## src/rtl/exec_pkg.sv

```systemverilog
// Shared definitions for the sequenced execution unit:
// opcodes, FSM state encoding and flag bit positions.
package exec_pkg;

  localparam logic [3:0] OP_ADD  = 4'd0;
  localparam logic [3:0] OP_SUB  = 4'd1;
  localparam logic [3:0] OP_AND  = 4'd2;
  localparam logic [3:0] OP_OR   = 4'd3;
  localparam logic [3:0] OP_XOR  = 4'd4;
  localparam logic [3:0] OP_NOT  = 4'd5;
  localparam logic [3:0] OP_SHL  = 4'd6;
  localparam logic [3:0] OP_SHR  = 4'd7;
  localparam logic [3:0] OP_PSA  = 4'd8;
  localparam logic [3:0] OP_PSB  = 4'd9;
  localparam logic [3:0] OP_INC  = 4'd10;
  localparam logic [3:0] OP_DEC  = 4'd11;

  typedef enum logic [2:0] {
    ST_IDLE,
    ST_RD_A,
    ST_RD_B,
    ST_EXEC,
    ST_WB
  } state_t;

  localparam int FLG_C = 3;
  localparam int FLG_Z = 2;
  localparam int FLG_N = 1;
  localparam int FLG_V = 0;

endpackage

```

## src/rtl/exec_mem.sv

```systemverilog
// Word memory: one synchronous read port, one write port
// shared between host loads and operation writeback.
module exec_mem #(
  parameter int DATA_W = 16,
  parameter int ADDR_W = 5,
  parameter int DEPTH  = 32
) (
  input  logic              clk,
  input  logic              ld_en,
  input  logic [ADDR_W-1:0] ld_addr,
  input  logic [DATA_W-1:0] ld_data,
  input  logic              wb_en,
  input  logic [ADDR_W-1:0] wb_addr,
  input  logic [DATA_W-1:0] wb_data,
  input  logic [ADDR_W-1:0] raddr,
  output logic [DATA_W-1:0] rdata
);

  logic [DATA_W-1:0] mem [DEPTH];

  // Read returns the pre-write contents on an address clash.
  always_ff @(posedge clk) begin
    if (wb_en) begin
      mem[wb_addr] <= wb_data;
    end else if (ld_en) begin
      mem[ld_addr] <= ld_data;
    end
    rdata <= mem[raddr];
  end

endmodule

```

## src/rtl/exec_unit_seq.sv

```systemverilog
// Sequenced execution unit: read A, read B, execute,
// write back, with a start/done handshake.
module exec_unit_seq
  import exec_pkg::*;
#(
  parameter int DATA_W = 16,
  parameter int ADDR_W = 5,
  parameter int DEPTH  = 32
) (
  input  logic              clk,
  input  logic              rst,
  input  logic              start,
  input  logic [3:0]        opcode,
  input  logic [ADDR_W-1:0] addr1,
  input  logic [ADDR_W-1:0] addr2,
  input  logic [ADDR_W-1:0] addr3,
  input  logic              ld_en,
  input  logic [ADDR_W-1:0] ld_addr,
  input  logic [DATA_W-1:0] ld_data,
  output logic              busy,
  output logic              done,
  output logic [DATA_W-1:0] a,
  output logic [DATA_W-1:0] b,
  output logic [DATA_W-1:0] out,
  output logic [3:0]        flag
);

  localparam int M = DATA_W - 1;

  state_t state, state_nx;

  logic [3:0]        op_q;
  logic [ADDR_W-1:0] a1_q, a2_q, a3_q;
  logic [ADDR_W-1:0] raddr;
  logic [DATA_W-1:0] rdata;
  logic              ld_ok, wb_en;

  logic [DATA_W-1:0] opb, alu_r;
  logic [DATA_W:0]   sum;
  logic [3:0]        alu_f;
  logic              alu_c, alu_v;

  assign ld_ok = ld_en && !rst && state == ST_IDLE;
  assign wb_en = !rst && state == ST_WB;
  assign raddr = (state == ST_RD_A) ? a1_q : a2_q;

  exec_mem #(
    .DATA_W (DATA_W),
    .ADDR_W (ADDR_W),
    .DEPTH  (DEPTH)
  ) u_mem (
    .clk     (clk),
    .ld_en   (ld_ok),
    .ld_addr (ld_addr),
    .ld_data (ld_data),
    .wb_en   (wb_en),
    .wb_addr (a3_q),
    .wb_data (out),
    .raddr   (raddr),
    .rdata   (rdata)
  );

  always_comb begin
    state_nx = state;
    busy     = 1'b1;
    done     = 1'b0;
    unique case (state)
      ST_IDLE: begin
        busy = 1'b0;
        if (start) state_nx = ST_RD_A;
      end
      ST_RD_A: state_nx = ST_RD_B;
      ST_RD_B: state_nx = ST_EXEC;
      ST_EXEC: state_nx = ST_WB;
      ST_WB: begin
        done     = 1'b1;
        state_nx = ST_IDLE;
      end
      default: state_nx = ST_IDLE;
    endcase
  end

  // Operand B comes straight off the read port during EXEC.
  always_comb begin
    alu_r = '0;
    alu_c = 1'b0;
    alu_v = 1'b0;
    sum   = '0;
    opb   = rdata;
    if (op_q == OP_INC || op_q == OP_DEC)
      opb = {{(DATA_W-1){1'b0}}, 1'b1};
    case (op_q)
      OP_ADD, OP_INC: begin
        sum   = {1'b0, a} + {1'b0, opb};
        alu_r = sum[M:0];
        alu_c = sum[DATA_W];
        alu_v = (a[M] == opb[M]) && (alu_r[M] != a[M]);
      end
      OP_SUB, OP_DEC: begin
        sum   = {1'b0, a} - {1'b0, opb};
        alu_r = sum[M:0];
        alu_c = sum[DATA_W];
        alu_v = (a[M] != opb[M]) && (alu_r[M] != a[M]);
      end
      OP_AND: alu_r = a & rdata;
      OP_OR:  alu_r = a | rdata;
      OP_XOR: alu_r = a ^ rdata;
      OP_NOT: alu_r = ~a;
      OP_SHL: begin
        alu_r = {a[M-1:0], 1'b0};
        alu_c = a[M];
      end
      OP_SHR: begin
        alu_r = {1'b0, a[M:1]};
        alu_c = a[0];
      end
      OP_PSA: alu_r = a;
      OP_PSB: alu_r = rdata;
      default: alu_r = '0;
    endcase
    alu_f        = '0;
    alu_f[FLG_C] = alu_c;
    alu_f[FLG_Z] = (alu_r == '0);
    alu_f[FLG_N] = alu_r[M];
    alu_f[FLG_V] = alu_v;
  end

  always_ff @(posedge clk) begin
    if (rst) begin
      state <= ST_IDLE;
      op_q  <= '0;
      a1_q  <= '0;
      a2_q  <= '0;
      a3_q  <= '0;
      a     <= '0;
      b     <= '0;
      out   <= '0;
      flag  <= '0;
    end else begin
      state <= state_nx;
      if (state == ST_IDLE && start) begin
        op_q <= opcode;
        a1_q <= addr1;
        a2_q <= addr2;
        a3_q <= addr3;
      end
      if (state == ST_RD_B) a <= rdata;
      if (state == ST_EXEC) begin
        b    <= rdata;
        out  <= alu_r;
        flag <= alu_f;
      end
    end
  end

endmodule

```

## config.mk

```make
export PLATFORM = sky130hd
export DESIGN_NAME = exec_unit_seq
export DESIGN_NICKNAME = d
export VERILOG_FILES = /design/src/rtl/exec_pkg.sv /design/src/rtl/exec_mem.sv /design/src/rtl/exec_unit_seq.sv
export SDC_FILE = /design/constraint.sdc
export NUM_CORES = 1
export LEC_CHECK = 0
export ABC_AREA = 1
export CAP_MARGIN = 20
export CORE_MARGIN = 10
export CORE_UTILIZATION = 57
export CTS_CLUSTER_DIAMETER = 100
export DETAILED_ROUTE_END_ITERATION = 8
export PLACE_DENSITY = 0.8
export RECOVER_POWER = 50
export SLEW_MARGIN = 0
export SYNTH_ARGS = -nofsm -noshare
export SYNTH_HDL_FRONTEND = slang
export SYNTH_SLANG_ARGS = --single-unit
```

## constraint.sdc

```tcl
create_clock -name clk -period 6.35 [get_ports clk]
set_clock_uncertainty 0.1 [all_clocks]
set_input_delay 1.27 -clock clk [delete_from_list [all_inputs] [get_ports clk]]
set_output_delay 1.27 -clock clk [all_outputs]
set_load 0.02 [all_outputs]
```

; Yosys cells after proc, flatten, opt, wreduce, memory -nomap -nowiden
; Memories as Yosys holds them, arrays and structs flattened. A register that Yosys moved wholly into a read port is not among the register bits.
; Cells that the tools add are included.
[word_totals]
reg_bits = 74
mem_bits_rw = 512
n_memories = 1
output_inout_bits = 54
input_bits = 44
[memory_table]
columns = name, depth, word_bits, rd, rd_clocked_by_memory_dff, write_ports, line_no
row1 = u_mem.mem, 32, 16, 1, 1, 1, exec_mem.sv:19  ; logic [DATA_W-1:0] mem [DEPTH];
[op_classes]
n_reduce_logical = 14
add_sub_neg = 2
bitwise_logic = 4
n_eq_ne = 20
mux = 17
[ops]
columns = op, n
row1 = $pmux W16 S10, 1
row2 = $mux W16, 2
row3 = $add A16 B16 Y17, 1
row4 = $sub A16 B16 Y17, 1
row5 = $and A16 B16 Y16, 1
row6 = $eq A4 B3 Y1 const B, 4
row7 = $eq A4 B4 Y1 const B, 4
row8 = $logic_not A16 Y1, 1
row9 = $not A16 Y16, 1
row10 = $or A16 B16 Y16, 1
row11 = $reduce_or A16 Y1, 1
row12 = $xor A16 B16 Y16, 1
row13 = $pmux W3 S4, 1
row14 = $mux W5, 2
row15 = $eq A4 B2 Y1 const B, 2
row16 = $mux W1, 8
row17 = $eq A3 B2 Y1 const B, 2
row18 = $logic_and A1 B1 Y1, 6
row19 = $eq A4 B1 Y1 const B, 1
row20 = $logic_not A4 Y1, 1
row21 = $pmux W1 S4, 1
row22 = $reduce_or A2 Y1, 2
row23 = $eq A3 B1 Y1 const B, 1
row24 = $eq A3 B3 Y1 const B, 1
row25 = 8 further kinds, 10

; Longest topological paths before layout
; Gate-level depths: netlist of run 1.
[depth]
depth_word = 8
depth_mapped = 22

; Cells and area by module
; From an unflattened synthesis of run 1, not the netlist that was laid out.
[hier_totals]
hier_cells = 2955
hier_area_um2 = 28157.0
[by_module_without_submodules]
columns = module, seq_area_each_um2, area_each_um2, n_inst, cells_each
row1 = exec_mem, 15695.1, 21624.5, 1, 1834
row2 = exec_unit_seq, 1461.4, 6532.5, 1, 1121

; Worst setup path before layout of run 1
; OpenSTA, ideal clock, no wires.
[synth_path]
path_kind = in2reg
from = in rst
to = mem u_mem.mem[0][0], enable pin
arrival_ns = 2.995
t_required_ns = 5.862
path_stages = 6
setup_slack_ns = 2.867
n_path_buf = 1
cell_sequence = inv_1 -> nand4_1 -> buf_2 -> o21ai_0 -> nand3_1 -> nor2_1
[synth_via]
elab_chain_cells = 8
word_cells_on_any_way = 12
classes_between = mux: 7 / reduce/logical: 5
[synth_rtl]
columns = element, line_no
row1 = start: declaration, exec_unit_seq.sv:11  ; input logic rst,
row2 = $logic_not A1 Y1 *, "exec_unit_seq.sv:43, exec_unit_seq.sv:44"
row3 = $logic_and A1 B1 Y1 (2 in a row), exec_unit_seq.sv:43  ; assign ld_ok = ld_en && !rst && state == ST_IDLE;
row4 = $mux W1, exec_mem.sv:25  ; end else if (ld_en) begin
row5 = $mux W1, exec_mem.sv:23  ; if (wb_en) begin
row6 = $mux W1 (implied by the code), exec_mem.sv:26  ; mem[ld_addr] <= ld_data;
row7 = $reduce_or A16 Y1 (no line), n/a
row8 = $mux W5 (no line) / $mux W1 (equally long branches), n/a
row9 = end: declaration, exec_mem.sv:19
; Every way passes the cells marked *; elsewhere a longest branch is shown, timed or not.

; Final worst setup path of run 1
[layout_path]
from = in rst
to = mem u_mem.mem[17][9] (data pin)
[layout_via]
elab_chain_cells = 8
word_cells_on_any_way = 9
classes_between = mux: 4 / reduce/logical: 5
[layout_rtl]
columns = element, line_no
row1 = $logic_not A1 Y1 *, "exec_unit_seq.sv:43, exec_unit_seq.sv:44"
row2 = $logic_and A1 B1 Y1 (2 in a row), exec_unit_seq.sv:43
row3 = $mux W1, exec_mem.sv:25
row4 = $mux W1 *, exec_mem.sv:23
row5 = $mux W1 (implied by the code) *, exec_mem.sv:26
row6 = $reduce_or A16 Y1 (no line) *, n/a
row7 = $mux W16 (no line) *, n/a
; Marks and branches as above.

==> results by group, run 1 <==
Status
  • Status: finished with violations
  • Failing checks: max-capacitance violations, max-slew violations

Global route
  • Overflow left after global routing: 0
  • Largest net degree at the start of global routing: 136
  • Gr usage total: 26.55%
  • Vias in the first global route: 19540
  • Antenna violations before repair: 0
  • First-pass GRT wire length: 116600 µm

Route
  • Met2 routed WL: 36180 µm
  • Routed len/inst: 23.38 µm
  • Via count: 20640
  • Drt first pass iters: 6
  • Drt total wl: 77400 µm
  • Iteration-0 DRC Markers: 2930
  • Wl on met1: 29880 µm
  • Metal3 WL: 8110 µm
  • Top layer used by detailed routing: met4
  • Via density: 6.232
  • DRC: 0
  • Post-route ant nets: 0

Worst setup path
  • CP Data Required Time: 6.43 ns
  • Nature of the critical path endpoint: flop
  • Crit-path most repeated cell: clkbuf_1
  • Startpoint Class: input port
  • Crit path max-delay family: buffers and inverters
  • Buf+Inv Stages, Crit Path: 4
  • Critical path's slowest cell: mux2_1
  • CP peak stage delay: 1.28 ns
  • Critical path arrival: 5.32 ns
  • Critical path type: input port to flop
  • CP Max Fanout: 32
  • Critical-path cell list: dlygate4sd3_1 > clkbuf_1 > inv_1 > nand4_1 > clkbuf_1 > mux2_1

Floorplan
  • Area of the core: 0.04685 mm²
  • # rows: 79
  • Starting Density: 58.06%
  • Top Ports: 98
  • Die Ht: 238.5 µm
  • Die area: 0.05686 mm²
  • Die Wd: 238.5 µm

Power and ir drop
  • P_sw: 0.003041 W
  • Power Dens Cells: 322.0 mW/mm²
  • Combinational Power Share: 20.4%
  • Sequential share of power: 46.1%
  • IR drop worst, VDD: 0.2507 mV
  • Sw Share: 30.96%
  • Leak: 11.32 nW
  • Internal power: 0.006780 W
  • Clock share of power: 33.5%
  • Pwr Total: 0.009821 W

Placement
  • RD Place Congestion: 0.9696
  • Place WS: 1.498 ns
  • I/O Buffers: 97
  • Placed Area: 0.02872 mm²
  • Inst Count DP: 3205
  • Dpl hpwl: 49460 µm

Job
  • Max-cap violations: 1

STA
  • Rel. slew slack: -60.36%
  • Fin. max-slew vios: 61
  • Tmin final: 5.239 ns
  • Setup slack after layout: 1.111 ns
  • # setup viols final: 0
  • Fmax: 190.9 MHz
  • RSZ-0062 raised after global routing: false
  • Worst Tran Pin Value: 2.405 ns
  • Final Cycle Share: 82.51%
  • Fin. Hold Viols: 0
  • Setup TNS: 0 ns

Synthesis
  • FF+latch count, synth: 601
  • EDFF count, synth: 512
  • Distinct cells, synth: 38
  • Asr flop ratio synth: 0%
  • Sequential fraction of the synthesis area: 63.07%
  • Cell area after synthesis: 0.02720 mm²
  • Syn nets: 2705
  • Mapped Cells: 2589
  • Synth Flop Type: edfxtp_1
  • Synthesis Warnings: 0
  • Avg Inst Size Synth: 10.51 µm²

CTS
  • Post-CTS Setup Bufs: 0
  • Post-cts resize count: 0
  • Root Driver: clkbuf_16
  • Reg clk slew, reported paths: 0.06 ns
  • Htree depth: 2
  • Clk Latency, worst-skew pair: 0.62 ns
  • CTS tree: built
  • CTS sink cnt: 601
  • Clock buffer depth: 3
  • Cts hold-fix bufs: 0
  • CTS buffer count: 56

Layout
  • Multi-input gate area: 0.008578 mm²
  • Area growth syn-to-layout: 12.11%
  • Final Cell Area: 0.03050 mm²
  • Filler cells: 3492
  • Finished Layout Cells: 3311
  • Final nets: 2773
  • Sequential Area: 0.01716 mm²
  • Layout cell share with drive strength beyond 1: 6.472%
  • ANT cells: 0

Min path
  • HP Class: flop to flop
-- power groups by stage --
stage                     combinational (W)  sequential (W)  clock [W]
after floorplan                     0.00128         0.00457          0
final                               0.00200         0.00452    0.00329
after global placement              0.00190         0.00460          0
after CTS                           0.00196         0.00452    0.00332
after global routing                0.00218         0.00453    0.00347
after detailed placement            0.00194         0.00460          0
-- placed cells by master, fill, tap and decap left out, types with 70 or more instances in the layout --
master and instances:
edfxtp_1 512, nor2_1 387, nand2_1 356, o21ai_0 288
inv_1 199, nand3_1 171, o221ai_1 128, dfxtp_1 89
a21oi_1 80, ha_1 70
-- Yosys cell counts, drive strengths merged (16+ instances only) --
library cell | instances | share of area (%)
buf | 98 | 2.0
o21ai | 339 | 6.3
nand2 | 361 | 5.0
inv | 208 | 2.9
edfxtp | 512 | 57
nand3 | 172 | 3.2
nand4 | 20 | 0.46
o21a | 16 | 0.44
o221ai | 128 | 4.1
nor2 | 389 | 5.4
clkbuf | 49 | 0.72
ha | 70 | 3.2
a21oi | 85 | 1.6
dfxtp | 89 | 6.5
-- worst register-to-register path: cells and delay by family, from the launching register on --
kind            cells  cell delay [ns]
compound gates      3             0.71
flops               1             0.45
simple gates        5             1.26
buf+inv             2             1.42
-- layout make-up --
class	count	share of cell area (%)
clock buffers	66	4.788
clock inverters	39	1.087
inverters	208	2.581
multi-input cells	1633	28.13
flip-flops and latches	601	56.26
well taps	607	2.490
repair buffers	157	4.665
-- final timing paths --
check	start	endpoint	slack (ns)	cells past startpoint
hold reg to reg	a2_q[1]	a2_q[1]	0.36	2
hold / removal	a2_q[1]	a2_q[1]	0.36	2
setup reg to reg	state[0]	u_mem.rdata[6]	2.36	10
setup / recovery	rst	u_mem.mem[17][9]	1.11	6
-- flip-flops by register name (all words and copies together), names as in the netlist, 5 cells and up --
name         count
a               16
a1_q             5
a2_q             5
u_mem.rdata     16
a3_q             5
b               16
u_mem.mem      512
out             15
-- logic make-up after synthesis --
family	share of synthesized area, %
simple gates	14.33
flops	63.07
compound gates	13.27
buf+inv	5.598
fa+ha+maj	3.367
mux	0.3312
xor+xnor	0.03220
-- per-layer routing --
layer	vias up	GRT usage, %
li1	9319	-
met1	9844	35.52
met2	1258	42.07
met3	214	4.864
met4	0	11.30
met5	-	0
-- stage by stage --
step                hold WS (ns)  utilization [%]
global placement          0.3372            61.30
global route              0.3846            65.09
CTS                       0.3634            65.12
finish                    0.3566            65.09
floorplan                 0.3237                -
detailed placement        0.3496            61.30
Power figures use the tool's default switching activity.
==> run 2, diff against run 1 <==
--- a/config.mk
+++ b/config.mk
@@ -8,10 +8,10 @@
 export ABC_AREA = 1
 export CAP_MARGIN = 20
 export CORE_MARGIN = 10
-export CORE_UTILIZATION = 57
+export CORE_UTILIZATION = 55
 export CTS_CLUSTER_DIAMETER = 100
 export DETAILED_ROUTE_END_ITERATION = 8
-export PLACE_DENSITY = 0.8
+export PLACE_DENSITY = 0.81
 export RECOVER_POWER = 50
 export SLEW_MARGIN = 0
 export SYNTH_ARGS = -nofsm -noshare
==> constraint.sdc (replaced) <==
create_clock -name clk -period 4.4 [get_ports clk]
set_clock_uncertainty 0.1 [all_clocks]
set_input_delay 0.88 -clock clk [delete_from_list [all_inputs] [get_ports clk]]
set_output_delay 0.88 -clock clk [all_outputs]
set_load 0.02 [all_outputs]
==> run 2 against run 1 <==
  * The run still ends with max-capacitance violations, max-slew violations left
  * Cell count grew 2.4%
  * Core utilization shrank 1.8 points
  * Die area grew 3.3%
  * Count of clock-buffer cells in the layout grew 15
  * Hold slack lost 0.0066 ns
  * Global-route usage shrank 0.67 points
  * Design area grew 1.5%
  * Via count grew 2.0%
  * Register-to-register slack lost 1.6 ns
  * Sequential power grew 45%
  * Worst setup slack lost 0.59 ns
  * Power grew 50%
  * Largest cell class unchanged
  * Highest routed layer unchanged
==> results by group, run 2 (synthesis gave the netlist of run 1 again) <==
Worst setup path
  • Buf+Inv Stages, Crit Path: 3
  • CP peak stage delay: 1.24 ns
  • CP Data Required Time: 4.51 ns
  • Cell count of the worst reg-to-reg path: 20
  • Nature of the critical path endpoint: flop
  • Crit path max-delay family: buffers and inverters
  • Critical path type: input port to flop
  • R2r startpoint: op_q[3]
  • Worst setup path start: rst
  • Startpoint Class: input port
  • Critical-path cell list: dlygate4sd3_1 > inv_1 > nand4_1 > clkbuf_1 > mux2_1
  • Critical path's slowest cell: mux2_1
  • Crit path depth: 5
  • Critical path arrival: 3.99 ns
  • CP Max Fanout: 32

CTS
  • Htree depth: 2
  • Post-CTS Setup Bufs: 0
  • Root Driver: clkbuf_16
  • Cts hold-fix bufs: 0
  • Reg clk slew, reported paths: 0.06 ns
  • Post-cts resize count: 0
  • Clock buffer depth: 3
  • CTS sink cnt: 601
  • Clk Latency, worst-skew pair: 0.64 ns
  • CTS buffer count: 59
  • CTS tree: built

Min path
  • Hold Path Depth: 2
  • HP Class: flop to flop
  • Worst Hold Launch: a2_q[2]

Placement
  • I/O Buffers: 97
  • Place WS: 0.4156 ns
  • RD Place Congestion: 0.9658
  • Dpl hpwl: 50780 µm

Floorplan
  • Area of the core: 0.04895 mm²
  • Starting Density: 55.57%
  • Die Ht: 242.4 µm
  • Top Ports: 98
  • Die Wd: 242.4 µm
  • Die area: 0.05876 mm²
  • # rows: 81

Route
  • Iteration-0 DRC Markers: 2911
  • Drt total wl: 79030 µm
  • Routed len/inst: 23.32 µm
  • Drt first pass iters: 8
  • DRC: 0
  • Post-route ant nets: 0
  • Via count: 21040
  • Via density: 6.208

Status
  • Failing checks: max-capacitance violations, max-slew violations
  • Status: finished with violations

Layout
  • Final nets: 2790
  • Commonest non-fill, non-tap cell in the layout: edfxtp_1
  • Largest register FFs: 512
  • Filler cells: 3677
  • Layout cell share with drive strength beyond 1: 6.941%
  • Area growth syn-to-layout: 13.82%
  • Reg with most FFs: u_mem.mem
  • Commonest non-fill, non-tap cells in the layout: 512 x edfxtp_1, 387 x nor2_1, 356 x nand2_1

Power and ir drop
  • IR drop worst, VDD: 0.4559 mV
  • Power Dens Cells: 474.3 mW/mm²
  • Leak: 11.52 nW

STA
  • Final Cycle Share: 88.21%
  • Fin. Hold Viols: 0
  • RSZ-0062 raised after global routing: false
  • # setup viols final: 0
  • Setup slack after layout: 0.5186 ns
  • Fmax: 257.6 MHz
  • Fin. max-slew vios: 94
  • Tmin final: 3.881 ns
  • Setup TNS: 0 ns
  • Rel. slew slack: -50.52%
  • Worst Tran Pin Value: 2.258 ns

Global route
  • Gr usage total: 25.88%
  • Antenna violations before repair: 1
  • Largest net degree at the start of global routing: 257
  • Overflow left after global routing: 0
  • First-pass GRT wire length: 118600 µm
  • Vias in the first global route: 19770

Job
  • Max-cap violations: 2
==> run 2: per-layer routing <==
| metal | GRT usage (%) | wire, µm | up-vias |
|---|---|---|---|
| li1 | - | - | 9360 |
| met1 | 33.10 | 29790 | 10070 |
| met2 | 42.13 | 37320 | 1403 |
| met3 | 5.368 | 8404 | 209 |
| met4 | 11.10 | 3522 | 0 |
| met5 | 0 | 0 | - |
==> run 2: area by class of cell <==
type / count / area, µm² / share of cell area, %
Tap cell: 664 / 830.8 / 2.683
Clock inverter: 29 / 391.6 / 1.265
Clock buffer: 81 / 1619 / 5.229
Sequential cell: 601 / 17160 / 55.41
Timing Repair Buffer: 171 / 1585 / 5.120
Multi-Input combinational cell: 1633 / 8586 / 27.73
Inverter: 208 / 787.0 / 2.542
Antenna cell: 2 / 5.005 / 0.01616
==> run 2: stage by stage <==
step | instance area, µm² | hold WS [ns] | total power, W | utilization (%) | instances
final | 30960 | 0.3500 | 0.01468 | 63.25 | 3389
after global routing | 30960 | 0.3715 | 0.01519 | 63.24 | 3387
after CTS | 30970 | 0.3516 | 0.01463 | 63.26 | 3385
after detailed placement | 28960 | 0.3422 | 0.009504 | 59.16 | 3275
after global placement | 28930 | 0.3351 | 0.009419 | 59.10 | 3274
after floorplan | 27200 | 0.3237 | 0.008453 | - | 2589
==> run 2: power by group <==
group | switching, W | leakage, nW | total, W | internal, W
sequential | 0.000173 | 5.36 | 0.00654 | 0.00637
combinational | 0.00213 | 5.19 | 0.00295 | 0.000823
clock | 0.00215 | 0.969 | 0.00520 | 0.00305
==> run 2: worst min-delay path, stage by stage (launching register included) <==
cell	delay [ns]
dfxtp_1	0.31
inv_1	0.05
a21oi_1	0.05
==> run 2: final timing paths <==
check                endpoint  slack [ns]
max reg2reg           flag[2]        0.72
min reg2reg           a2_q[2]        0.35
min                   a2_q[2]        0.35
max          u_mem.mem[31][4]        0.52
